[src/rtl/or_nway_frame_accum_if.sv]
// Word-stream input and frame-result output bundle for or_nway_frame_accum.
interface or_nway_frame_accum_if #(
  parameter int unsigned WIDTH   = 8,
  parameter int unsigned COUNT_W = 8
);
  logic               in_valid;
  logic               in_ready;
  logic [WIDTH-1:0]   in_data;
  logic               in_last;
  logic               out_valid;
  logic               out_ready;
  logic [WIDTH-1:0]   out_mask;
  logic               out_any;
  logic [COUNT_W-1:0] out_nz_cnt;
  logic [COUNT_W-1:0] out_len;

  modport master (
    output in_valid, in_data, in_last, out_ready,
    input  in_ready, out_valid, out_mask, out_any, out_nz_cnt, out_len
  );

  modport slave (
    input  in_valid, in_data, in_last, out_ready,
    output in_ready, out_valid, out_mask, out_any, out_nz_cnt, out_len
  );
endinterface

[src/rtl/or_nway_frame_accum.sv]
// Per-frame OR-mask / nonzero-count / length accumulator with a one-entry
// result register; valid/ready on both sides.
module or_nway_frame_accum #(
  parameter int unsigned WIDTH   = 8,
  parameter int unsigned COUNT_W = 8
) (
  input logic                  clk,
  input logic                  reset,
  input logic                  clear,
  or_nway_frame_accum_if.slave bus
);

  localparam int unsigned Levels = $clog2(WIDTH);
  localparam int unsigned Leaves = 1 << Levels;

  typedef enum logic [0:0] {StAccum, StHold} state_e;

  state_e             state_q;
  logic [WIDTH-1:0]   acc_mask_q;
  logic [COUNT_W-1:0] acc_nz_q;
  logic [COUNT_W-1:0] acc_len_q;

  logic [Leaves-1:0]  pad;
  logic               word_nz;
  logic               fire;
  logic               frame_done;
  logic [WIDTH-1:0]   nxt_mask;
  logic [COUNT_W-1:0] nxt_nz;
  logic [COUNT_W-1:0] nxt_len;

  function automatic logic [COUNT_W-1:0] sat_inc(input logic [COUNT_W-1:0] x);
    return (x == {COUNT_W{1'b1}}) ? x : x + COUNT_W'(1);
  endfunction

  // Zero-pad the word to a power of two so every tree level halves cleanly.
  always_comb begin
    pad = '0;
    pad[WIDTH-1:0] = bus.in_data;
  end

  for (genvar l = 0; l <= Levels; l++) begin : g_lvl
    logic [(Leaves >> l)-1:0] node;
    if (l == 0) begin : g_leaf
      assign node = pad;
    end else begin : g_or
      for (genvar n = 0; n < (Leaves >> l); n++) begin : g_node
        assign node[n] = g_lvl[l-1].node[2*n] | g_lvl[l-1].node[2*n+1];
      end
    end
  end

  assign word_nz = g_lvl[Levels].node[0];

  assign bus.out_valid = (state_q == StHold);
  assign bus.in_ready  = !bus.out_valid || bus.out_ready;

  assign fire       = bus.in_valid && bus.in_ready;
  assign frame_done = fire && bus.in_last && !clear;
  assign nxt_mask   = acc_mask_q | bus.in_data;
  assign nxt_nz     = word_nz ? sat_inc(acc_nz_q) : acc_nz_q;
  assign nxt_len    = sat_inc(acc_len_q);

  always_ff @(posedge clk) begin
    if (reset) begin
      state_q        <= StAccum;
      acc_mask_q     <= '0;
      acc_nz_q       <= '0;
      acc_len_q      <= '0;
      bus.out_mask   <= '0;
      bus.out_any    <= 1'b0;
      bus.out_nz_cnt <= '0;
      bus.out_len    <= '0;
    end else begin
      // clear drops the open frame, including an accepted last beat.
      if (clear) begin
        acc_mask_q <= '0;
        acc_nz_q   <= '0;
        acc_len_q  <= '0;
      end else if (fire) begin
        if (bus.in_last) begin
          acc_mask_q     <= '0;
          acc_nz_q       <= '0;
          acc_len_q      <= '0;
          bus.out_mask   <= nxt_mask;
          bus.out_any    <= |nxt_mask;
          bus.out_nz_cnt <= nxt_nz;
          bus.out_len    <= nxt_len;
        end else begin
          acc_mask_q <= nxt_mask;
          acc_nz_q   <= nxt_nz;
          acc_len_q  <= nxt_len;
        end
      end

      unique case (state_q)
        StAccum: if (frame_done) state_q <= StHold;
        StHold:  if (bus.out_ready && !frame_done) state_q <= StAccum;
        default: state_q <= StAccum;
      endcase
    end
  end

endmodule
[src/flat_wrapper.sv]
// flat-port wrapper written by rule: the top's interface ports become plain ports
module or_nway_frame_accum_flat 
#(
  parameter int unsigned WIDTH   = 8,
  parameter int unsigned COUNT_W = 8
)
  (clk, reset, clear, bus_in_valid, bus_in_data, bus_in_last, bus_out_ready, bus_in_ready, bus_out_valid, bus_out_mask, bus_out_any, bus_out_nz_cnt, bus_out_len);
  or_nway_frame_accum_if #(.WIDTH(WIDTH), .COUNT_W(COUNT_W)) bus_i ();
  input logic clk;
  input logic reset;
  input logic clear;
  input wire logic [$bits(bus_i.in_valid)-1:0] bus_in_valid;
  input wire logic [$bits(bus_i.in_data)-1:0] bus_in_data;
  input wire logic [$bits(bus_i.in_last)-1:0] bus_in_last;
  input wire logic [$bits(bus_i.out_ready)-1:0] bus_out_ready;
  output wire logic [$bits(bus_i.in_ready)-1:0] bus_in_ready;
  output wire logic [$bits(bus_i.out_valid)-1:0] bus_out_valid;
  output wire logic [$bits(bus_i.out_mask)-1:0] bus_out_mask;
  output wire logic [$bits(bus_i.out_any)-1:0] bus_out_any;
  output wire logic [$bits(bus_i.out_nz_cnt)-1:0] bus_out_nz_cnt;
  output wire logic [$bits(bus_i.out_len)-1:0] bus_out_len;
  assign bus_i.in_valid = bus_in_valid;
  assign bus_i.in_data = bus_in_data;
  assign bus_i.in_last = bus_in_last;
  assign bus_i.out_ready = bus_out_ready;
  assign bus_in_ready = bus_i.in_ready;
  assign bus_out_valid = bus_i.out_valid;
  assign bus_out_mask = bus_i.out_mask;
  assign bus_out_any = bus_i.out_any;
  assign bus_out_nz_cnt = bus_i.out_nz_cnt;
  assign bus_out_len = bus_i.out_len;
  or_nway_frame_accum #(.WIDTH(WIDTH), .COUNT_W(COUNT_W)) u_core (.clk(clk), .reset(reset), .clear(clear), .bus(bus_i));
endmodule
[config.mk]
export PLATFORM = sky130hd
export DESIGN_NAME = or_nway_frame_accum_flat
export DESIGN_NICKNAME = d
export VERILOG_FILES = /design/src/rtl/or_nway_frame_accum_if.sv /design/src/rtl/or_nway_frame_accum.sv /design/src/flat_wrapper.sv
export SDC_FILE = /design/constraint.sdc
export NUM_CORES = 1
export LEC_CHECK = 0
export ABC_CLOCK_PERIOD_IN_PS = 1900
export BUFFER_PORTS_ARGS = -buffer_cell sky130_fd_sc_hd__buf_2
export CAP_MARGIN = 20
export CORE_ASPECT_RATIO = 0.7
export CORE_UTILIZATION = 55
export DETAILED_ROUTE_END_ITERATION = 10
export PLACE_DENSITY = 0.79
export SLEW_MARGIN = 20
export SYNTH_ARGS = -nofsm -noshare
export SYNTH_HDL_FRONTEND = slang
export SYNTH_SLANG_ARGS = --single-unit
[constraint.sdc]
create_clock -name clk -period 1.9 [get_ports clk]
set_input_delay 0.38 -clock clk [delete_from_list [all_inputs] [get_ports clk]]
set_output_delay 0.38 -clock clk [all_outputs]
set_load 0.03 [all_outputs]
* After elaboration in Yosys (flattened, before gate mapping)
Index checks and enable logic that the tools add are counted. Widths: inputs -> output; s select.
Word-level totals: output and inout port bits 27, bits in registers 50, logic and storage cells 42
Operators by class: bitwise operators 10, add/subtract/negate cells 2, reduce and logical (&&, ||, !) cells 11, equality and inequality tests 2, multiplexer cells 9
Operators with widths (number):
- $mux 8 | 6
- $add 8x1->8 const B | 2
- $eq 8x8->1 const B | 2
- $or 8x8->8 | 1
- $reduce_or 8->1 | 1
- $or 1x1->1 | 7
- $logic_and 1x1->1 | 4
- $logic_not 1->1 | 3
- $reduce_and 3->1 | 1
- $mux 1 | 2
- $not 1->1 | 2
- $pmux 1 s2 | 1
- $reduce_or 2->1 | 1
- $logic_or 1x1->1 | 1

* Depth between registers and ports, before layout
Gate-level depths: netlist of the first run.
word-level depth 9, gate-level depth with buffers 7, gate-level depth less buffers 6

* Worst setup path after synthesis of the first run
OpenSTA, ideal clock, no wires.
kind reg-to-reg, from register u_core.state_q (netlist: u_core.bus.out_valid), to register u_core.bus.out_nz_cnt[6], clock period less this slack 1.716 ns, cell stages (with the launch flop) 8, required time 1.784 ns, path slack 0.184 ns, setup time 0.116 ns, arrival 1.600 ns, cell sequence dfxtp_1 -> nand2b_2 -> and2_1 -> clkbuf_1 -> nand3b_1 -> buf_2 -> nor3_1 -> a31o_2
Between the ends: word-level cells in the longest chain between the ends 4
Ends and longest elaborated chain:
- start, declared | RTL line or_nway_frame_accum.sv:18 | state_e state_q;
- start signal, assigned | RTL line or_nway_frame_accum.sv:65 | state_q <= StAccum;
- start signal, assigned | RTL line or_nway_frame_accum.sv:96 | StAccum: if (frame_done) state_q <= StHold;
- start signal, assigned | RTL line or_nway_frame_accum.sv:97 | StHold: if (bus.out_ready && !frame_done) state_q <= StAccum;
- $logic_not 1->1 | RTL line or_nway_frame_accum.sv:55 | assign bus.in_ready = !bus.out_valid || bus.out_ready;
- $logic_or 1x1->1 | RTL line or_nway_frame_accum.sv:55
- named net bus_in_ready | RTL line flat_wrapper.sv:16 | output wire logic [$bits(bus_i.in_ready)-1:0] bus_in_ready;
- $logic_and 1x1->1 | RTL line or_nway_frame_accum.sv:57 | assign fire = bus.in_valid && bus.in_ready;
- $reduce_and 3->1 (no line)
- end signal, assigned | RTL line or_nway_frame_accum.sv:86 | bus.out_nz_cnt <= nxt_nz;
- end, declared | RTL line or_nway_frame_accum_if.sv:24 | output in_ready, out_valid, out_mask, out_any, out_nz_cnt, out_len
The timed path passes the listed nets, and every way through them passes these cells. A chain may end at the register's enable or synchronous reset.

* Worst setup path after layout of the first run
from register u_core.acc_nz_q[0], to register u_core.acc_nz_q[4]
Between the ends: word-level cells in the longest chain between the ends 4, elaborated cells between the ends (all ways) 5, classes of those cells 1 x add/sub; 1 x eq/ne; 3 x mux
Ends and longest elaborated chain:
- start, declared | RTL line or_nway_frame_accum.sv:20 | logic [COUNT_W-1:0] acc_nz_q;
- start signal, assigned | RTL line or_nway_frame_accum.sv:90 | acc_nz_q <= nxt_nz;
- $add 8x1->8 / $eq 8x8->1 (equally long branches) | RTL line or_nway_frame_accum.sv:32 | return (x == {COUNT_W{1'b1}}) ? x : x + COUNT_W'(1);
- $mux 8 (*) | RTL line or_nway_frame_accum.sv:32
- $mux 8 (*) | RTL line or_nway_frame_accum.sv:60 | assign nxt_nz = word_nz ? sat_inc(acc_nz_q) : acc_nz_q;
- $mux 8 (*) | RTL line or_nway_frame_accum.sv:80 | if (bus.in_last) begin
Mark *: on every way between the ends. The rest lies on a longest branch, timed or not.

==> flow_results.xml, run 1 <==
<?xml version="1.0" encoding="UTF-8"?>
<metrics>
  <group name="status">
    <metric name="outcome" unit="">finished, final reports clean</metric>
  </group>
  <group name="timing">
    <metric name="final_max_slew_viol_count" unit="">0</metric>
    <metric name="worst_pin_slew" unit="ns">0.412</metric>
    <metric name="fmax" unit="GHz">0.564</metric>
    <metric name="finalClockSkew" unit="ns">0.00937</metric>
    <metric name="rsz0062_at_grt" unit="">no</metric>
    <metric name="finalSetupTns" unit="ns">0</metric>
    <metric name="final_setup_vio_count" unit="">0</metric>
    <metric name="slew-limit-headroom" unit="%">72.3</metric>
    <metric name="finalCritPeriodShare" unit="%">93.4</metric>
    <metric name="timing.final.crit_period" unit="ns">1.77</metric>
    <metric name="setup_ws" unit="ns">0.126</metric>
    <metric name="hold_violations" unit="">0</metric>
  </group>
  <group name="hold_path">
    <metric name="hold_class" unit="">input pin to register</metric>
  </group>
  <group name="routing">
    <metric name="drt_pass1_iterations" unit="">4</metric>
    <metric name="post_drt_wl_per_cell" unit="µm">14.7</metric>
    <metric name="drt_iter0_markers" unit="">144</metric>
    <metric name="wirelength" unit="µm">5260</metric>
    <metric name="vias" unit="">2073</metric>
    <metric name="ant_nets" unit="">0</metric>
    <metric name="drcViolationCount" unit="">0</metric>
    <metric name="vias_per_cell" unit="">5.79</metric>
  </group>
  <group name="synthesis">
    <metric name="yosysWarnings" unit="">0</metric>
    <metric name="post_synth_instance_area" unit="mm²">0.00228</metric>
    <metric name="postSynthNetCount" unit="">285</metric>
    <metric name="synth_cells" unit="">269</metric>
    <metric name="synthFlopType" unit="">dfxtp_1</metric>
    <metric name="postSynthAreaPerCell" unit="µm²">8.47</metric>
    <metric name="yosysSeqAreaShare" unit="%">43.9</metric>
    <metric name="async_flop_share" unit="%">0</metric>
    <metric name="yosys.cell_types.count" unit="">42</metric>
    <metric name="edff_count_synth" unit="">0</metric>
    <metric name="synth_seq_cells" unit="">50</metric>
  </group>
  <group name="worst_setup_path">
    <metric name="reg2reg_slack" unit="ns">0.13</metric>
    <metric name="start_kind" unit="">register</metric>
    <metric name="end_kind" unit="">register</metric>
    <metric name="critPathArrivalTime" unit="ns">2.00</metric>
    <metric name="largest_driver_fanout_on_the_critical_path" unit="">5</metric>
    <metric name="worst_ep_required_time" unit="ns">2.12</metric>
    <metric name="criticalPathCategory" unit="">register to register</metric>
  </group>
  <group name="clocking">
    <metric name="clock_sinks" unit="">50</metric>
    <metric name="cts.hold.buffers_added" unit="">0</metric>
    <metric name="clk_pin_slew_worst_paths" unit="ns">0.08</metric>
    <metric name="clk_path_buf_depth" unit="">2</metric>
    <metric name="tritoncts" unit="">done</metric>
    <metric name="cts_buffers" unit="">5</metric>
    <metric name="htreeDepth" unit="">2</metric>
    <metric name="ctsRootBufferMaster" unit="">clkbuf_8</metric>
    <metric name="clock_latency_at_the_later_pin_of_the_worst_skew_pair" unit="ns">0.30</metric>
  </group>
  <group name="die">
    <metric name="placementRows" unit="">19</metric>
    <metric name="initial_utilization" unit="%">57.7</metric>
    <metric name="core_area" unit="mm²">0.00395</metric>
    <metric name="ios" unit="">41</metric>
    <metric name="floorplan.die.width" unit="µm">78.9</metric>
    <metric name="die_area" unit="mm²">0.00441</metric>
    <metric name="die_h" unit="µm">55.9</metric>
  </group>
  <group name="place">
    <metric name="detailedPlacementHpwl" unit="µm">3810</metric>
    <metric name="placed_cells" unit="">351</metric>
    <metric name="globalplace.congestion" unit="">0.880</metric>
    <metric name="portBuffers" unit="">40</metric>
    <metric name="dp_worst_setup_slack" unit="ns">0.0716</metric>
  </group>
  <group name="grt">
    <metric name="grt_start_max_net_pins" unit="">27</metric>
    <metric name="grt_usage" unit="%">26.5</metric>
    <metric name="grt_antenna_before_repair" unit="">0</metric>
    <metric name="grt_first_pass_wirelength" unit="µm">8830</metric>
    <metric name="gr-total-overflow" unit="">0</metric>
    <metric name="grt_pass1_vias" unit="">1809</metric>
  </group>
  <group name="cells_and_area">
    <metric name="design.final.nets" unit="">322</metric>
    <metric name="synthToLayoutAreaGrowth" unit="%">14.6</metric>
    <metric name="final_core_utilization" unit="%">66.1</metric>
    <metric name="instances_no_fill" unit="">358</metric>
    <metric name="diodes" unit="">0</metric>
    <metric name="mostFrequentLayoutCells" unit="">50 x dfxtp_1, 40 x buf_2, 34 x nor2_1</metric>
    <metric name="final_layout_size_suffix_gt1_share" unit="%">23.9</metric>
    <metric name="layout_commonest_cell" unit="">dfxtp_1</metric>
  </group>
  <group name="pwr">
    <metric name="power.leakage" unit="nW">1.01</metric>
    <metric name="vdd_drop_max" unit="V">0.000492</metric>
    <metric name="cellPowerDensity" unit="mW/mm²">718</metric>
  </group>
  <group name="run">
    <metric name="maxCapViolCount" unit="">0</metric>
  </group>
</metrics>
worst max-delay path: stages (launching register included):
cell and delay (ns):
dfxtp_1 0.41, ha_2 0.26, nand2_1 0.11, a21oi_1 0.25
nand3_1 0.16, or3_1 0.35, a21oi_1 0.16
where the power goes:
group | internal, mW | total [mW] | switching [mW]
Sequential | 1.07 | 1.09 | 0.0158
Clock | 0.247 | 0.572 | 0.325
Combinational | 0.0701 | 0.213 | 0.143
Total | 1.39 | 1.87 | 0.484
kinds of logic (layout without fill, tap and decap cells):
group | after synthesis | after routing | synth area share, %
compound gates | 62 | 62 | 16.6
mux | 8 | 8 | 3.62
fa+ha+maj | 2 | 2 | 1.10
buf+inv | 19 | 56 | 3.68
xor+xnor | 7 | 7 | 2.69
simple gates | 121 | 121 | 28.4
flops | 50 | 50 | 43.9
synth_stat cells, types with 2 or more instances:
cell	n	area share (%)
a211oi_1	9	3.0
a21oi_1	30	6.6
a22oi_1	3	0.99
a31o_2	2	0.77
a31oi_1	4	1.1
and2_1	2	0.55
buf_2	4	0.88
clkbuf_1	13	2.1
dfxtp_1	50	44
ha_1	2	1.1
mux2_2	2	0.99
mux2i_1	6	2.6
nand2_1	26	4.3
nand2b_1	4	1.1
nand3_1	10	2.2
nand3b_1	4	1.3
nand4_1	2	0.55
nor2_1	34	5.6
nor3_1	20	4.4
nor4_1	2	0.55
nor4_4	2	1.9
o21ai_0	9	2.0
or3_1	5	1.4
xor2_1	6	2.3
through the flow:
stage	hold WS [ns]	instance area (µm²)	power, mW
6_report	0.371	2610	1.87
3_5_place_dp	0.445	2520	1.33
5_1_grt	0.368	2610	1.96
4_1_cts	0.370	2610	1.89
2_1_floorplan	0.458	2280	1.25
3_3_place_gp	0.434	2520	1.32
layout make-up:
type | count | area [µm²]
Sequential cell | 50 | 1000
Timing Repair Buffer | 48 | 260
Multi-Input combinational cell | 200 | 1200
Fill cell | 347 | 1340
Clock buffer | 5 | 68.8
Inverter | 1 | 3.75
Tap cell | 52 | 65.1
Clock inverter | 2 | 10.0
registers in the layout, summed over array words and instances, names as in the netlist:
name and cells:
u_core.acc_len_q 8, u_core.acc_mask_q 8, u_core.acc_nz_q 8, u_core.bus.out_len 8
u_core.bus.out_mask 8, u_core.bus.out_nz_cnt 8, u_core.bus.out_any 1, u_core.bus.out_valid 1
path summary, 6_finish.rpt:
check | cells after the start | to | start
worst min-delay path | 3 | u_core.acc_mask_q[5] | bus_in_data[5]
worst max register to register | 6 | u_core.acc_nz_q[4] | u_core.acc_nz_q[0]
worst min register to register | 2 | u_core.bus.out_len[4] | u_core.bus.out_len[4]
worst max-delay path | 6 | u_core.acc_nz_q[4] | u_core.acc_nz_q[0]
per-layer routing:
layer	global-route usage [%]	up-vias	share of wire, %
met1	42.0	936	49
met4	9.09	0	1.2
met2	34.9	91	40
met3	5.25	10	9.6
li1	-	1036	-
met5	0	-	0
repair_timing:
action,4_1_cts,5_1_grt
endpoints found under the setup margin,1,2
setup buffers,0,0
resized for setup,1,2
pin swaps,0,0
(Power assumes the default switching activity.)
==> run 2, diff against run 1 <==
--- a/config.mk
+++ b/config.mk
@@ -9,6 +9,7 @@
 export BUFFER_PORTS_ARGS = -buffer_cell sky130_fd_sc_hd__buf_2
 export CAP_MARGIN = 20
 export CORE_ASPECT_RATIO = 0.7
+export CORE_MARGIN = 2
 export CORE_UTILIZATION = 55
 export DETAILED_ROUTE_END_ITERATION = 10
 export PLACE_DENSITY = 0.79
==> run 2 against run 1 <==
Against the previous run: worst hold slack worse by 0.011 ns; routed wire length hardly changed; design area is 0.77% higher; utilization is 0.51 points higher; setup slack worse by 0.0056 ns; critical path depth stayed put; die area is 6.2% higher; combinational power hardly changed; via count is 0.82% lower; final cell count is 0.56% higher; non-clock buffer count is 1 higher.
==> flow_results.xml, run 2 (synthesis gave the netlist of run 1 again) <==
<?xml version="1.0" encoding="UTF-8"?>
<metrics>
  <group name="die">
    <metric name="die_h" unit="µm">57.9</metric>
    <metric name="floorplan.die.width" unit="µm">80.9</metric>
    <metric name="placementRows" unit="">19</metric>
    <metric name="ios" unit="">41</metric>
    <metric name="core_area" unit="mm²">0.00395</metric>
    <metric name="die_area" unit="mm²">0.00468</metric>
    <metric name="initial_utilization" unit="%">57.7</metric>
  </group>
  <group name="worst_setup_path">
    <metric name="slowest_delay" unit="ns">0.44</metric>
    <metric name="critPathArrivalTime" unit="ns">1.98</metric>
    <metric name="end_kind" unit="">register</metric>
    <metric name="reg2reg_slack" unit="ns">0.12</metric>
    <metric name="criticalPathCategory" unit="">register to register</metric>
    <metric name="critical_path_cell_by_cell" unit="">ha_1 -&gt; nand2_1 -&gt; a211oi_1 -&gt; mux2i_1 -&gt; nor3_1 -&gt; a31o_2</metric>
    <metric name="largest_driver_fanout_on_the_critical_path" unit="">5</metric>
    <metric name="worst_ep_required_time" unit="ns">2.10</metric>
    <metric name="timing.rr.start" unit="">u_core.acc_nz_q[0]</metric>
    <metric name="worst_path_max_delay_cell" unit="">a211oi_1</metric>
    <metric name="reg_to_reg_end" unit="">u_core.bus.out_nz_cnt[6]</metric>
    <metric name="start_kind" unit="">register</metric>
    <metric name="cell_count_of_the_worst_reg_to_reg_path" unit="">6</metric>
  </group>
  <group name="timing">
    <metric name="rsz0062_at_grt" unit="">no</metric>
    <metric name="finalCritPeriodShare" unit="%">93.7</metric>
    <metric name="final_max_slew_viol_count" unit="">0</metric>
    <metric name="timing.final.crit_period" unit="ns">1.78</metric>
    <metric name="worst_pin_slew" unit="ns">0.504</metric>
    <metric name="finalSetupTns" unit="ns">0</metric>
    <metric name="finalClockSkew" unit="ns">0.0140</metric>
    <metric name="final_setup_vio_count" unit="">0</metric>
    <metric name="hold_violations" unit="">0</metric>
    <metric name="fmax" unit="GHz">0.562</metric>
    <metric name="slew-limit-headroom" unit="%">66.2</metric>
  </group>
  <group name="clocking">
    <metric name="cts.hold.buffers_added" unit="">0</metric>
    <metric name="clock_sinks" unit="">50</metric>
    <metric name="cts_buffers" unit="">5</metric>
    <metric name="clk_pin_slew_worst_paths" unit="ns">0.10</metric>
    <metric name="htreeDepth" unit="">2</metric>
    <metric name="postCtsSetupBuffers" unit="">0</metric>
    <metric name="clock_latency_at_the_later_pin_of_the_worst_skew_pair" unit="ns">0.31</metric>
    <metric name="post_cts.resized_instances" unit="">0</metric>
    <metric name="ctsRootBufferMaster" unit="">clkbuf_8</metric>
    <metric name="clk_path_buf_depth" unit="">2</metric>
    <metric name="tritoncts" unit="">done</metric>
  </group>
  <group name="routing">
    <metric name="dr.max_layer_used" unit="">met4</metric>
    <metric name="post_drt_wl_per_cell" unit="µm">14.6</metric>
    <metric name="vias_per_cell" unit="">5.71</metric>
    <metric name="wl_met3" unit="µm">372</metric>
    <metric name="drt_iter0_markers" unit="">135</metric>
    <metric name="wl_met1" unit="µm">2760</metric>
    <metric name="met2_wire_len" unit="µm">2050</metric>
    <metric name="drcViolationCount" unit="">0</metric>
    <metric name="wirelength" unit="µm">5260</metric>
    <metric name="ant_nets" unit="">0</metric>
    <metric name="vias" unit="">2056</metric>
    <metric name="drt_pass1_iterations" unit="">4</metric>
  </group>
  <group name="hold_path">
    <metric name="holdCritStartpoint" unit="">bus_in_data[0]</metric>
    <metric name="hold_path_depth" unit="">3</metric>
    <metric name="hold_class" unit="">input pin to register</metric>
    <metric name="min_delay_worst_endpoint" unit="">u_core.acc_mask_q[0]</metric>
  </group>
  <group name="pwr">
    <metric name="vdd_drop_max" unit="V">0.000509</metric>
    <metric name="cellPowerDensity" unit="mW/mm²">749</metric>
    <metric name="power.leakage" unit="nW">1.03</metric>
  </group>
  <group name="place">
    <metric name="globalplace.congestion" unit="">0.878</metric>
    <metric name="portBuffers" unit="">40</metric>
    <metric name="detailedPlacementHpwl" unit="µm">3770</metric>
    <metric name="placed_cells" unit="">352</metric>
  </group>
  <group name="status">
    <metric name="outcome" unit="">finished, final reports clean</metric>
  </group>
  <group name="cells_and_area">
    <metric name="instances_no_fill" unit="">360</metric>
    <metric name="final_layout_size_suffix_gt1_share" unit="%">23.7</metric>
    <metric name="synthToLayoutAreaGrowth" unit="%">15.4</metric>
    <metric name="diodes" unit="">0</metric>
    <metric name="design.final.nets" unit="">323</metric>
    <metric name="layout_commonest_cell" unit="">dfxtp_1</metric>
    <metric name="mostFrequentLayoutCells" unit="">50 x dfxtp_1, 40 x buf_2, 34 x nor2_1</metric>
  </group>
  <group name="grt">
    <metric name="grt_start_max_net_pins" unit="">27</metric>
    <metric name="gr-total-overflow" unit="">0</metric>
    <metric name="grt_antenna_before_repair" unit="">0</metric>
    <metric name="grt_first_pass_wirelength" unit="µm">8510</metric>
    <metric name="grt_pass1_vias" unit="">1728</metric>
    <metric name="grt_usage" unit="%">24.0</metric>
  </group>
  <group name="run">
    <metric name="maxCapViolCount" unit="">0</metric>
  </group>
</metrics>
==> run 2: changes by cell type in the layout (fill, tap and decap cells not counted), sizes merged <==
cell | before | now
clkinv | 2 | 0
clkbuf | 5 | 6
clkinvlp | 0 | 1
inv | 1 | 2
buf | 48 | 49
==> run 2: worst max-delay path by stage <==
stage / depth (start not counted) / endpoint / startpoint / slack (ns)
3_5_place_dp: 6 / u_core.bus.out_nz_cnt[0] / bus_in_data[4] / 0.14
5_1_grt: 6 / u_core.bus.out_nz_cnt[6] / u_core.acc_nz_q[0] / 0.01
2_1_floorplan: 7 / u_core.bus.out_nz_cnt[6] / u_core.bus.out_valid / 0.18
6_report: 6 / u_core.bus.out_nz_cnt[6] / u_core.acc_nz_q[0] / 0.12
3_3_place_gp: 6 / u_core.bus.out_nz_cnt[0] / bus_in_data[4] / 0.16
4_1_cts: 6 / u_core.bus.out_nz_cnt[6] / u_core.acc_nz_q[0] / 0.15
==> run 2: worst max-delay path: cells and delay by family, from the launching register on <==
| kind | cells | cell delay (ns) |
|---|---|---|
| adders and majority gates | 1 | 0.19 |
| and+or+nand+nor | 2 | 0.16 |
| muxes | 1 | 0.24 |
| DFF | 1 | 0.42 |
| AOI/OAI and AO/OA | 2 | 0.66 |
==> run 2: stage by stage <==
stage	total power [mW]	utilization (%)	hold WS [ns]	worst slack [ns]	instance area [µm²]
global placement	1.32	64.1	0.436	0.161	2530
floorplan	1.25	-	0.458	0.184	2280
global route	2.04	66.6	0.368	0.0135	2630
detailed placement	1.32	64.1	0.445	0.136	2530
finish	1.97	66.6	0.360	0.120	2630
CTS	1.97	66.6	0.365	0.150	2630
==> run 2: layout make-up <==
| type | count | area [µm²] |
|---|---|---|
| Fill cell | 327 | 1320 |
| Multi-Input combinational cell | 200 | 1190 |
| Sequential cell | 50 | 1000 |
| Timing Repair Buffer | 49 | 268 |
| Clock buffer | 6 | 82.6 |
| Tap cell | 52 | 65.1 |
| Clock inverter | 2 | 16.3 |
| Inverter | 1 | 3.75 |
==> run 2: layer usage <==
metal | vias to the layer above | track usage, %
met3 | 9 | 5.92
met2 | 64 | 31.5
met1 | 945 | 38.2
met4 | 0 | 6.78
li1 | 1038 | -
met5 | - | 0
==> run 2: where the power goes <==
group	internal [mW]	leakage, nW	switching (mW)
clock network	0.300	0.0478	0.368
registers	1.07	0.406	0.0159
logic	0.0696	0.573	0.142
==> run 3, diff against run 2 <==
--- a/config.mk
+++ b/config.mk
@@ -6,9 +6,8 @@
 export NUM_CORES = 1
 export LEC_CHECK = 0
 export ABC_CLOCK_PERIOD_IN_PS = 1900
-export BUFFER_PORTS_ARGS = -buffer_cell sky130_fd_sc_hd__buf_2
+export BUFFER_PORTS_ARGS = -buffer_cell sky130_fd_sc_hd__clkbuf_2
 export CAP_MARGIN = 20
-export CORE_ASPECT_RATIO = 0.7
 export CORE_MARGIN = 2
 export CORE_UTILIZATION = 55
 export DETAILED_ROUTE_END_ITERATION = 10
==> run 3 against run 2 <==
Against the previous run: design area is 1.3% higher; combinational power grew 2%; routed wire length decreased by 0.21%; clock-buffer cell count shrank 1; first-iteration DRC count increased by 19%; via count decreased by 0.39%; clock power increased by 12%; fmax up 1.3%; final cell count decreased by 0.56%; die area is 0.17% lower; clock skew is 0.011 ns lower; setup slack improved by 0.024 ns; critical path type unchanged.
==> flow_results.xml, run 3 (synthesis gave the netlist of run 1 again) <==
<?xml version="1.0" encoding="UTF-8"?>
<metrics>
  <group name="status">
    <metric name="outcome" unit="">finished, final reports clean</metric>
  </group>
  <group name="routing">
    <metric name="drt_iter0_markers" unit="">160</metric>
    <metric name="post_drt_wl_per_cell" unit="µm">14.6</metric>
    <metric name="drt_pass1_iterations" unit="">4</metric>
    <metric name="wirelength" unit="µm">5240</metric>
    <metric name="drcViolationCount" unit="">0</metric>
    <metric name="vias_per_cell" unit="">5.72</metric>
    <metric name="ant_nets" unit="">0</metric>
    <metric name="vias" unit="">2048</metric>
  </group>
  <group name="grt">
    <metric name="grt_antenna_before_repair" unit="">0</metric>
    <metric name="grt_usage" unit="%">23.4</metric>
    <metric name="gr-total-overflow" unit="">0</metric>
    <metric name="grt_first_pass_wirelength" unit="µm">8170</metric>
    <metric name="grt_pass1_vias" unit="">1718</metric>
    <metric name="grt_start_max_net_pins" unit="">27</metric>
  </group>
  <group name="worst_setup_path">
    <metric name="slowest_delay" unit="ns">0.41</metric>
    <metric name="path_common_cell" unit="">a21oi_1</metric>
    <metric name="crit_family" unit="">simple AND/OR/NAND/NOR gates</metric>
    <metric name="timing.rr.start" unit="">u_core.acc_nz_q[0]</metric>
    <metric name="largest_driver_fanout_on_the_critical_path" unit="">5</metric>
    <metric name="critPathArrivalTime" unit="ns">1.99</metric>
    <metric name="worst_ep_required_time" unit="ns">2.13</metric>
    <metric name="cell_count_of_the_worst_reg_to_reg_path" unit="">6</metric>
    <metric name="end_kind" unit="">register</metric>
    <metric name="criticalPathCategory" unit="">register to register</metric>
    <metric name="worst_path_max_delay_cell" unit="">dfxtp_1</metric>
    <metric name="reg2reg_slack" unit="ns">0.14</metric>
    <metric name="critical_path_cell_by_cell" unit="">ha_2 -&gt; nand2_1 -&gt; a21oi_1 -&gt; nand3_1 -&gt; or3_1 -&gt; a21oi_1</metric>
    <metric name="critical_path_buf_inv_count" unit="">0</metric>
    <metric name="reg_to_reg_end" unit="">u_core.acc_nz_q[4]</metric>
    <metric name="start_kind" unit="">register</metric>
  </group>
  <group name="timing">
    <metric name="worst_hold_slack" unit="ns">0.381</metric>
    <metric name="finalCritPeriodShare" unit="%">92.4</metric>
    <metric name="slew-limit-headroom" unit="%">71.7</metric>
    <metric name="finalClockSkew" unit="ns">0.00277</metric>
    <metric name="hold_violations" unit="">0</metric>
    <metric name="final_setup_vio_count" unit="">0</metric>
    <metric name="final_max_slew_viol_count" unit="">0</metric>
    <metric name="fmax" unit="GHz">0.569</metric>
    <metric name="setup_ws" unit="ns">0.144</metric>
    <metric name="timing.final.crit_period" unit="ns">1.76</metric>
    <metric name="worst_pin_slew" unit="ns">0.421</metric>
  </group>
  <group name="hold_path">
    <metric name="hold_path_depth" unit="">3</metric>
    <metric name="holdCritStartpoint" unit="">bus_in_data[4]</metric>
    <metric name="hold_class" unit="">input pin to register</metric>
    <metric name="min_delay_worst_endpoint" unit="">u_core.acc_mask_q[4]</metric>
  </group>
  <group name="die">
    <metric name="ios" unit="">41</metric>
    <metric name="die_h" unit="µm">68.4</metric>
    <metric name="die_area" unit="mm²">0.00467</metric>
    <metric name="initial_utilization" unit="%">57.0</metric>
    <metric name="placementRows" unit="">23</metric>
    <metric name="core_area" unit="mm²">0.00400</metric>
    <metric name="floorplan.die.width" unit="µm">68.4</metric>
  </group>
  <group name="cells_and_area">
    <metric name="mostFrequentLayoutCells" unit="">50 x dfxtp_1, 40 x clkbuf_2, 34 x nor2_1</metric>
    <metric name="diodes" unit="">0</metric>
    <metric name="synthToLayoutAreaGrowth" unit="%">17.0</metric>
    <metric name="final_layout_size_suffix_gt1_share" unit="%">24.7</metric>
    <metric name="design.final.nets" unit="">323</metric>
    <metric name="final.fill_count" unit="">337</metric>
    <metric name="layout_commonest_cell" unit="">dfxtp_1</metric>
  </group>
  <group name="clocking">
    <metric name="clock_latency_at_the_later_pin_of_the_worst_skew_pair" unit="ns">0.30</metric>
    <metric name="clock_sinks" unit="">50</metric>
    <metric name="tritoncts" unit="">done</metric>
    <metric name="htreeDepth" unit="">2</metric>
    <metric name="ctsRootBufferMaster" unit="">clkbuf_8</metric>
    <metric name="cts_buffers" unit="">5</metric>
    <metric name="postCtsSetupBuffers" unit="">0</metric>
    <metric name="clk_path_buf_depth" unit="">2</metric>
    <metric name="clk_pin_slew_worst_paths" unit="ns">0.09</metric>
  </group>
  <group name="place">
    <metric name="portBuffers" unit="">40</metric>
    <metric name="detailedPlacementHpwl" unit="µm">3800</metric>
    <metric name="globalplace.congestion" unit="">0.819</metric>
    <metric name="dp_worst_setup_slack" unit="ns">0.0719</metric>
  </group>
  <group name="pwr">
    <metric name="p_total" unit="mW">2.06</metric>
    <metric name="power.leakage" unit="nW">1.01</metric>
    <metric name="cellPowerDensity" unit="mW/mm²">772</metric>
    <metric name="vdd_drop_max" unit="V">0.000436</metric>
  </group>
  <group name="run">
    <metric name="maxCapViolCount" unit="">0</metric>
  </group>
</metrics>
[run 3: metal layers]
metal / track usage, % / vias up / share of wire, %
met4: 6.75 / 0 / 1.7
met3: 3.62 / 10 / 3.5
li1: - / 1034 / -
met2: 37.9 / 46 / 47
met5: 0 / - / 0
met1: 32.1 / 958 / 48
[run 3: report_power, final]
part	internal (mW)	switching, mW
clock network	0.392	0.358
registers	1.07	0.0166
logic	0.0731	0.143
total	1.54	0.518
[run 3: final cells by class]
class | count | area, µm² | share of cell area [%]
clock buffer | 5 | 68.8 | 2.58
clock inverter | 3 | 45.0 | 1.69
inverter | 1 | 3.75 | 0.141
multi-input combinational | 200 | 1200 | 45.2
sequential | 50 | 1000 | 37.6
tap | 50 | 62.6 | 2.35
timing repair buffer | 49 | 280 | 10.5
[run 3: timing repair]
action | in CTS | in global routing
endpoints found under the setup margin | 0 | 4
gates resized for setup | 0 | 4
hold buffers | 0 | 0
[run 3: worst min-delay path: stages]
cell and delay, ns:
clkbuf_2 0.13, a21oi_1 0.07, nor2_1 0.07
[run 3: worst max path at each step]
stage	startpoint	end	cells past startpoint
after detailed placement	bus_in_data[4]	u_core.bus.out_nz_cnt[1]	6
after global placement	u_core.acc_nz_q[0]	u_core.bus.out_nz_cnt[6]	6
after floorplan	u_core.bus.out_valid	u_core.bus.out_nz_cnt[6]	7
after CTS	u_core.acc_nz_q[0]	u_core.bus.out_nz_cnt[6]	6
after global routing	u_core.acc_nz_q[0]	u_core.acc_nz_q[4]	6
final	u_core.acc_nz_q[0]	u_core.acc_nz_q[4]	6
[run 3: stage by stage]
stage          utilization (%)  std cells  instance area, µm²  setup TNS, ns
3_5_place_dp              63.5        350                2540              0
6_report                  66.6        358                2670              0
3_3_place_gp              63.5        350                2540              0
2_1_floorplan                -        269                2280              0
5_1_grt                   66.6        358                2670       -0.00517
4_1_cts                   66.4        358                2660              0
